`src/rtl/l2_line_fill_responder.sv`:
```
// AXI4 read-channel slave that fetches one full L2 line and streams it back as R beats.
// Optional feature: define L2_RSP_WRAP_EN to accept WRAP (critical-word-first) bursts.
module l2_line_fill_responder #(
    parameter int ADDR_WIDTH = 64,
    parameter int DATA_WIDTH = 64,
    parameter int LINE_SIZE  = 64,
    parameter int ID_WIDTH   = 4
) (
    input  logic                     clk,
    input  logic                     rst,
    input  logic                     arvalid,
    output logic                     arready,
    input  logic [ID_WIDTH-1:0]      arid,
    input  logic [ADDR_WIDTH-1:0]    araddr,
    input  logic [7:0]               arlen,
    input  logic [2:0]               arsize,
    input  logic [1:0]               arburst,
    output logic                     rvalid,
    input  logic                     rready,
    output logic [ID_WIDTH-1:0]      rid,
    output logic [DATA_WIDTH-1:0]    rdata,
    output logic [1:0]               rresp,
    output logic                     rlast,
    output logic                     line_req,
    output logic [ADDR_WIDTH-1:0]    line_addr,
    input  logic                     line_gnt,
    input  logic                     line_rvalid,
    input  logic [LINE_SIZE*8-1:0]   line_rdata,
    input  logic                     line_err,
    output logic [15:0]              err_count
);
    localparam int BEATS    = LINE_SIZE * 8 / DATA_WIDTH;
    localparam int OFF_LSB  = $clog2(DATA_WIDTH / 8);
    localparam int LINE_LSB = $clog2(LINE_SIZE);
    localparam int WIDX     = LINE_LSB - OFF_LSB;
    localparam int DW_LOG   = $clog2(DATA_WIDTH);
    localparam int BOFF_W   = $clog2(LINE_SIZE * 8);
    localparam logic [1:0] RESP_OKAY   = 2'b00;
    localparam logic [1:0] RESP_SLVERR = 2'b10;

    typedef enum logic [2:0] {
        S_IDLE, S_LINE_REQ, S_LINE_WAIT, S_BURST, S_ERR_BURST
    } state_t;

    state_t                         r_state;
    state_t                         w_state_nxt;
    logic [ID_WIDTH-1:0]            r_id;
    logic [ADDR_WIDTH-LINE_LSB-1:0] r_line_hi;
    logic [7:0]                     r_len;
    logic [7:0]                     r_cnt;
    logic [WIDX-1:0]                r_w;
    logic [1:0]                     r_rsp;
    logic [LINE_SIZE*8-1:0]         r_line;
    logic [15:0]                    r_err_count;

    logic                           w_ar_hs;
    logic                           w_r_hs;
    logic [WIDX-1:0]                w_ar_word;
    logic [WIDX-1:0]                w_w_nxt;
    logic [BOFF_W-1:0]              w_bit_off;
    logic                           w_size_ok;
    logic                           w_len_ok;
    logic                           w_incr_ok;
    logic                           w_wrap_ok;
    logic                           w_legal;

    assign w_ar_hs   = arvalid && arready;
    assign w_r_hs    = rvalid && rready;
    assign w_ar_word = araddr[LINE_LSB-1:OFF_LSB];
    assign w_size_ok = (arsize == 3'(OFF_LSB));
    assign w_len_ok  = (int'(arlen) < BEATS);
    // INCR must stay inside the fetched line: start word + arlen may not pass the last word.
    assign w_incr_ok = (arburst == 2'b01) && ((int'(arlen) + int'(w_ar_word)) < BEATS);

`ifdef L2_RSP_WRAP_EN
    logic r_wrap;
    assign w_wrap_ok = (arburst == 2'b10)
                    && (arlen == 8'd1 || arlen == 8'd3 || arlen == 8'd7 || arlen == 8'd15)
                    && (araddr[OFF_LSB-1:0] == '0);
    assign w_w_nxt   = r_wrap ? ((r_w & ~r_len[WIDX-1:0]) | ((r_w + 1'b1) & r_len[WIDX-1:0]))
                              : (r_w + 1'b1);
`else
    logic w_unused_lsb;
    assign w_wrap_ok    = 1'b0;
    assign w_unused_lsb = ^araddr[OFF_LSB-1:0];
    assign w_w_nxt      = r_w + 1'b1;
`endif

    assign w_legal   = w_size_ok && w_len_ok && (w_incr_ok || w_wrap_ok);
    assign w_bit_off = BOFF_W'(r_w) << DW_LOG;

    // arready is gated by rst so it reads 0 for the whole reset window.
    assign arready   = (r_state == S_IDLE) && !rst;
    assign rvalid    = (r_state == S_BURST) || (r_state == S_ERR_BURST);
    assign rdata     = (r_state == S_BURST) ? r_line[w_bit_off +: DATA_WIDTH] : '0;
    assign rresp     = (r_state == S_ERR_BURST) ? RESP_SLVERR
                     : ((r_state == S_BURST) ? r_rsp : RESP_OKAY);
    assign rlast     = rvalid && (r_cnt == r_len);
    assign rid       = r_id;
    assign line_req  = (r_state == S_LINE_REQ);
    assign line_addr = {r_line_hi, {LINE_LSB{1'b0}}};
    assign err_count = r_err_count;

    always_ff @(posedge clk) begin
        if (rst) r_state <= S_IDLE;
        else     r_state <= w_state_nxt;
    end

    always_comb begin
        w_state_nxt = r_state;
        case (r_state)
            S_IDLE:      if (w_ar_hs) w_state_nxt = w_legal ? S_LINE_REQ : S_ERR_BURST;
            S_LINE_REQ:  if (line_gnt) w_state_nxt = S_LINE_WAIT;
            S_LINE_WAIT: if (line_rvalid) w_state_nxt = S_BURST;
            S_BURST:     if (w_r_hs && rlast) w_state_nxt = S_IDLE;
            S_ERR_BURST: if (w_r_hs && rlast) w_state_nxt = S_IDLE;
            default:     w_state_nxt = S_IDLE;
        endcase
    end

    always_ff @(posedge clk) begin
        if (rst) begin
            r_id        <= '0;
            r_line_hi   <= '0;
            r_len       <= '0;
            r_cnt       <= '0;
            r_w         <= '0;
            r_rsp       <= RESP_OKAY;
            r_line      <= '0;
            r_err_count <= '0;
`ifdef L2_RSP_WRAP_EN
            r_wrap      <= 1'b0;
`endif
        end else begin
            if (w_ar_hs) begin
                r_id      <= arid;
                r_line_hi <= araddr[ADDR_WIDTH-1:LINE_LSB];
                r_len     <= arlen;
                r_cnt     <= '0;
                r_w       <= w_ar_word;
`ifdef L2_RSP_WRAP_EN
                r_wrap    <= (arburst == 2'b10);
`endif
            end
            // Only the response to our own request is taken; stray line_rvalid elsewhere is dropped.
            if (r_state == S_LINE_WAIT && line_rvalid) begin
                r_line <= line_rdata;
                r_rsp  <= line_err ? RESP_SLVERR : RESP_OKAY;
            end
            if (w_r_hs) begin
                r_cnt <= r_cnt + 8'd1;
                r_w   <= w_w_nxt;
                if (rlast && rresp == RESP_SLVERR && r_err_count != 16'hFFFF)
                    r_err_count <= r_err_count + 16'd1;
            end
        end
    end
endmodule

```
`config.mk`:
```
export PLATFORM = sky130hd
export DESIGN_NAME = l2_line_fill_responder
export DESIGN_NICKNAME = d
export VERILOG_FILES = /design/src/rtl/l2_line_fill_responder.sv
export SDC_FILE = /design/constraint.sdc
export NUM_CORES = 1
export LEC_CHECK = 0
export ABC_CLOCK_PERIOD_IN_PS = 2400
export BUFFER_PORTS_ARGS = -buffer_cell sky130_fd_sc_hd__buf_2
export CORE_AREA = 2 2 290 292
export DETAILED_ROUTE_END_ITERATION = 7
export DIE_AREA = 0 0 292 294
export SETUP_SLACK_MARGIN = 0.3
export SLEW_MARGIN = 10
export SYNTH_ARGS = -nofsm -noshare
export SYNTH_HDL_FRONTEND = slang
export SYNTH_SLANG_ARGS = --single-unit
```
`constraint.sdc`:
```
create_clock -name clk -period 2.4 [get_ports clk]
set_clock_uncertainty 0.1 [all_clocks]
set_input_delay 0.72 -clock clk [delete_from_list [all_inputs] [get_ports clk]]
set_output_delay 0.72 -clock clk [all_outputs]
set_load 0.05 [all_outputs]
```
==> key figures, run 1 <==
Outcome
  – Status: complete, but fails checks
  – Failing checks: setup timing

Critical path
  – Critical path arrival: 2.38 ns
  – CP cell instances: buf_12, clkbuf_16, buf_6, mux4_2, mux2i_1, nor2_2, buf_4
  – Reg2Reg Capture Point: err_count[2]
  – Slowest CP cell: mux4_2
  – Worst reg2reg startpoint: r_state[0]
  – CP max stage delay: 0.49 ns
  – Critical path type: register to primary output
  – R2r setup slk: 0.11 ns
  – Required time worst endpoint: 1.58 ns
  – Reg2Reg Depth: 9
  – CP max FO: 5
  – Worst setup SP type: register
  – CP endpoint kind: primary output

Power
  – Sw Pwr: 8.85 mW
  – Pwr dens: 813 nW/um^2
  – Switching part of the total: 30.0%
  – Peak VDD IR: 0.758 mV
  – Gate power share: 23.0%
  – Leakage: 13.5 nW
  – Register share of total power: 38.0%
  – P_int: 20.7 mW
  – Clock power share: 39.0%
  – Design Power: 29.5 mW

Routing
  – Wire per inst: 18.8 microns
  – Initial DRC count: 1444
  – Vias per inst: 4.93
  – Vias: 24300
  – DRC Markers: 0
  – Final wirelength: 92.8 mm
  – Antenna Violating Nets Remaining: 0
  – DR pass1 iterations: 7

Clock network
  – Root buf cell: clkbuf_16
  – TritonCTS clock tree: yes
  – Cts-stage hold buffer count: 0
  – H-tree Lvls: 3
  – CTS buffer count: 70
  – TritonCTS Sinks: 613
  – Clk_lat worst skew: 0.63 ns
  – Clk slew on worst S/H paths: 0.06 ns
  – Maximum clock path buffer count: 3

Floorplanning
  – Die ar.: 85800 sq um
  – Initial Util: 31.0%
  – I/O pins: 754
  – Core ar.: 82900 sq um
  – Die Ht: 294 microns
  – Chip width: 292 microns
  – Cell Rows: 106

STA
  – Final worst path period need: 3.20 ns
  – Final setup viols: 69
  – Max Fclk: 313 MHz
  – Max_slew headroom: 41.4%
  – Unrepaired setup endpoints after global routing: yes
  – Final worst-path cycle share: 133%
  – Final hold violations: 0
  – Slew Limit Fails: 0
  – Tightest Pin Transition: 0.878 ns
  – Final worst slack: -0.798 ns

Final layout
  – Fillers: 8121
  – Commonest non-fill, non-tap cell in the layout: nand2_1
  – Nets@finish: 4382
  – Area growth, synth to finish: 41.5%
  – Sequential Area: 12300 sq um
  – Final Core Density: 43.8%
  – Commonest cells after routing, fill and taps aside: nand2_1 (1175), buf_2 (611), dfxtp_1 (588)
  – Area of the multi-input gates: 13500 sq um
  – Share of cells above drive strength 1: 35.1%

Global route
  – Initial antenna violation count: 30
  – Global-route wire length before repair: 135 mm
  – Largest net degree at the start of global routing: 176
  – Vias in the first global route: 23300
  – Gr usage total: 20.2%
  – Overflow after GRT: 0

Hold path
  – WHS Endpoint: r_line_hi[11]
  – Hold Startpoint: araddr[17]
  – Worst min path class: input pin to register
  – Hold Crit Depth: 3

Logic synthesis
  – Sequential fraction of the synthesis area: 47.8%
  – Seq cells post-synth: 613
  – Ys Warns: 0
  – Yosys cell types: 48
  – Mapped Area: 25700 sq um
  – Syn Area/Cell: 8.43 sq um
  – Cells after Synth: 3045

Place
  – # port buffers: 743
  – Routability cong.: 0.882
  – Dpl hpwl: 66.2 mm

Flow run
  – Max-capacitance violation count: 0
through the flow:
step / setup TNS [ns] / instances / hold slack (ns) / cell area (sq um) / setup WS (ns)
finish: -48.31 / 4928 / 0.175 / 36300 / -0.798
global route: -55.84 / 4925 / 0.145 / 36300 / -0.913
CTS: -52.49 / 4880 / 0.119 / 35400 / -0.867
detailed placement: -11.33 / 4742 / 0.344 / 31800 / -0.262
global placement: -10.63 / 4742 / 0.339 / 31800 / -0.231
floorplan: -4.56 / 3051 / 0.333 / 26500 / -0.144
area by class of cell:
class / count / area share, %
tap: 1080 / 3.72
inverter: 3 / 0.0379
antenna: 18 / 0.124
timing repair buffer: 912 / 18.1
clock inverter: 29 / 1.37
sequential: 613 / 34.0
multi-input combinational: 2177 / 37.2
clock buffer: 96 / 5.51
layer usage:
metal	GRT usage, %	vias to the layer above	part of all wire (%)
met2	33.1	807	48
met3	4.46	219	6.2
met1	25.3	11500	41
li1	-	11700	-
met4	9.13	28	4.1
met5	0	-	0.20
synthesized netlist by cell type (all sizes together):
cell	number	area (sq um)
nor2	77	289
and3b	1	8.76
nand3b	73	548
mux4	128	2880
a21o	1	7.51
buf	55	289
nor4b	2	17.5
and4	3	26.3
a31o	2	17.5
xnor2	1	8.76
xor2	11	96.3
ha	5	62.6
nor4	3	40.0
o31ai	12	90.1
a41oi	1	8.76
a221oi	1	8.76
a211oi	5	37.5
clkbuf	203	763
o21a	1	7.51
o21ai	7	35.0
mux2i	65	651
and2	3	18.8
o311ai	1	8.76
or3	3	18.8
conb	1	3.75
nand3	10	50.1
a31oi	2	12.5
nand2	1176	4410
nand4	11	75.1
a21oi	537	2690
or3b	1	8.76
inv	3	11.3
dfxtp	613	12300
a22oi	1	7.51
or4	12	90.1
nor3b	2	20.0
nand2b	2	12.5
nor3	4	20.0
and3	6	37.5
sequential cells by signal (all words and copies together) (netlist names):
| signal | count |
|---|---|
| err_count | 16 |
| r_w | 3 |
| r_cnt | 8 |
| rid | 4 |
| r_state | 3 |
| r_line_hi | 58 |
| r_len | 8 |
| r_line | 512 |
| r_rsp | 1 |
critical path, delay by kind of cell, from the launching register on:
| family | cells | cell delay [ns] |
|---|---|---|
| and+or+nand+nor | 1 | 0.07 |
| muxes | 2 | 0.69 |
| buffers and inverters | 4 | 0.65 |
| DFF | 1 | 0.37 |
kinds of logic after synthesis:
group / Yosys count / synth area share (%)
flops: 613 / 47.8
mux: 193 / 13.8
fa+ha+maj: 5 / 0.244
buf+inv: 261 / 4.14
compound gates: 571 / 11.4
xor+xnor: 12 / 0.410
other cells: 1 / 0.0146
simple gates: 1389 / 22.2
power by group through the flow:
stage / Combinational [mW] / Sequential, mW / Clock [mW]
2_1_floorplan: 3.15 / 12.1 / 0
3_3_place_gp: 5.83 / 11.4 / 0
6_report: 6.79 / 11.2 / 11.5
4_1_cts: 6.27 / 11.2 / 11.7
5_1_grt: 7.23 / 11.3 / 12.2
3_5_place_dp: 5.88 / 11.4 / 0
worst max path at each step:
| stage | slack, ns | cells after the start | startpoint | end |
|---|---|---|---|---|
| 6_report | -0.80 | 7 | r_w[0] | rdata[14] |
| 3_5_place_dp | -0.26 | 6 | r_w[0] | rdata[4] |
| 3_3_place_gp | -0.23 | 6 | r_w[0] | rdata[53] |
| 5_1_grt | -0.91 | 6 | r_w[0] | rdata[1] |
| 4_1_cts | -0.87 | 6 | r_w[0] | rdata[4] |
| 2_1_floorplan | -0.14 | 4 | r_w[2] | rdata[13] |
what timing repair did:
action                                  CTS  global route
setup buffers                            10            22
endpoints found under the setup margin  130           108
gates resized for setup                 254           138
gates cloned                              3             8
endpoints found under the hold margin     0             0
pin swaps                                37            27
(Power assumes the default switching activity.)
==> inputs of run 2 (changes only) <==
--- a/config.mk
+++ b/config.mk
@@ -10,6 +10,7 @@
 export CORE_AREA = 2 2 290 292
 export DETAILED_ROUTE_END_ITERATION = 7
 export DIE_AREA = 0 0 292 294
+export PLACE_DENSITY = 0.53
 export SETUP_SLACK_MARGIN = 0.3
 export SLEW_MARGIN = 10
 export SYNTH_ARGS = -nofsm -noshare
==> key figures, run 2 (synthesis results as in run 1) <==
Flow run
  – Max-capacitance violation count: 0

Routing
  – Antenna Violating Nets Remaining: 0
  – Wire per inst: 19.6 microns
  – Vias per inst: 4.91
  – DR pass1 iterations: 5
  – Initial DRC count: 1480
  – Final wirelength: 97.0 mm
  – Vias: 24300
  – DRC Markers: 0

Critical path
  – Reg2Reg Capture Point: err_count[2]
  – CP max FO: 16
  – Worst reg2reg startpoint: r_len[4]
  – Critical path arrival: 2.35 ns
  – Critical path type: register to primary output
  – R2r setup slk: -0.33 ns
  – Worst setup SP type: register
  – Reg2Reg Depth: 14
  – Beginning of the critical path: r_w[0]
  – Required time worst endpoint: 1.58 ns
  – CP endpoint kind: primary output

Outcome
  – Status: complete, but fails checks
  – Failing checks: setup timing

Global route
  – Global-route wire length before repair: 138 mm
  – Largest net degree at the start of global routing: 166
  – Overflow after GRT: 0
  – Initial antenna violation count: 36
  – Vias in the first global route: 23200
  – Gr usage total: 20.6%

Place
  – Dpl hpwl: 66.9 mm
  – # port buffers: 743
  – Routability cong.: 0.818
  – Setup slack at placement: -0.237 ns

Floorplanning
  – I/O pins: 754
  – Chip width: 292 microns
  – Cell Rows: 106
  – Die Ht: 294 microns
  – Core ar.: 82900 sq um
  – Die ar.: 85800 sq um
  – Initial Util: 31.0%

Clock network
  – Root buf cell: clkbuf_16
  – TritonCTS Sinks: 613
  – Cts-stage hold buffer count: 0
  – Clk slew on worst S/H paths: 0.06 ns
  – Maximum clock path buffer count: 3
  – TritonCTS clock tree: yes
  – Clk_lat worst skew: 0.62 ns
  – CTS buffer count: 71
  – H-tree Lvls: 3

Hold path
  – Worst min path class: input pin to register
  – WHS Endpoint: r_line_hi[0]
  – Hold Crit Depth: 3
  – Hold Startpoint: araddr[6]

STA
  – Setup TNS: -49.66 ns
  – Max_slew headroom: 41.9%
  – Tightest Pin Transition: 0.872 ns
  – Final setup viols: 87
  – Final worst path period need: 3.17 ns
  – Max Fclk: 315 MHz
  – Final worst slack: -0.770 ns
  – Final worst-path cycle share: 132%
  – Slew Limit Fails: 0
  – Final hold violations: 0
  – Unrepaired setup endpoints after global routing: yes

Final layout
  – Commonest cells after routing, fill and taps aside: nand2_1 (1174), buf_2 (620), dfxtp_1 (588)
  – Area growth, synth to finish: 42.0%
  – Nets@finish: 4398
  – Largest register FFs: 512
  – Commonest non-fill, non-tap cell in the layout: nand2_1
  – Share of cells above drive strength 1: 35.3%
  – Most flop-heavy register: r_line

Power
  – Peak VDD IR: 0.600 mV
  – Pwr dens: 805 nW/um^2
  – Leakage: 13.6 nW
run 2: changes by cell type in the layout (fill, tap and decap cells not counted), moves of 5 or more:
cell	before	now
buf_2	611	620
clkbuf_4	15	26
a21oi_1	530	525
mux2i_4	29	23
buf_16	5	11
diode_2	18	24
a21oi_2	7	12
buf_12	50	40
clkbuf_16	78	92
buf_4	128	119
o31ai_4	11	4
run 2: final cells by class:
class | count | area [sq um]
clock inverters | 29 | 412
repair buffers | 927 | 6860
clock buffers | 101 | 2050
fillers | 8337 | 46500
inverters | 3 | 13.8
well taps | 1080 | 1350
diodes | 24 | 60.1
flip-flops and latches | 613 | 12300
multi-input cells | 2177 | 13400
run 2: how the worst max path moves through the flow:
stage	to	slack, ns	cells after the start
global placement	rdata[58]	-0.23	6
detailed placement	rdata[58]	-0.24	6
finish	rdata[37]	-0.77	6
floorplan	rdata[13]	-0.14	4
global route	rdata[2]	-0.87	6
CTS	rdata[37]	-0.84	6
run 2: timing repair:
item | CTS | global route
endpoints found under the hold margin | 0 | 0
setup buffers | 22 | 21
gates resized for setup | 203 | 131
pin swaps | 31 | 10
cloned | 3 | 20
endpoints found under the setup margin | 114 | 240
run 2: layer usage:
layer / wire (microns) / vias to the layer above / part of all wire (%) / global-route usage [%]
met5: 150 / - / 0.15 / 0
met4: 3310 / 28 / 3.4 / 9.10
met3: 4680 / 181 / 4.8 / 3.68
met2: 46800 / 720 / 48 / 33.6
met1: 42100 / 11600 / 43 / 26.7
li1: - / 11800 / - / -
run 2: report_power, final:
part	switching, mW	internal, mW	total, mW
logic	3.86	2.94	6.80
clock network	4.72	6.61	11.3
registers	0.392	10.8	11.2
run 2: metrics by stage:
stage / cell area (sq um) / power, mW / cells / util [%] / hold WS [ns]
after CTS: 35100 / 29.1 / 4889 / 42.4 / 0.132
after global placement: 31700 / 17.2 / 4734 / 38.3 / 0.338
after global routing: 36400 / 30.5 / 4951 / 44.0 / 0.148
after detailed placement: 31700 / 17.2 / 4734 / 38.3 / 0.343
final: 36400 / 29.3 / 4954 / 44.0 / 0.184
after floorplan: 26500 / 15.2 / 3051 / - / 0.333
run 2: critical path: stages (launching register included):
cell	delay, ns
dfxtp_4	0.37
buf_12	0.18
buf_12	0.16
mux4_2	0.56
mux2i_4	0.20
nor2_4	0.04
buf_2	0.21
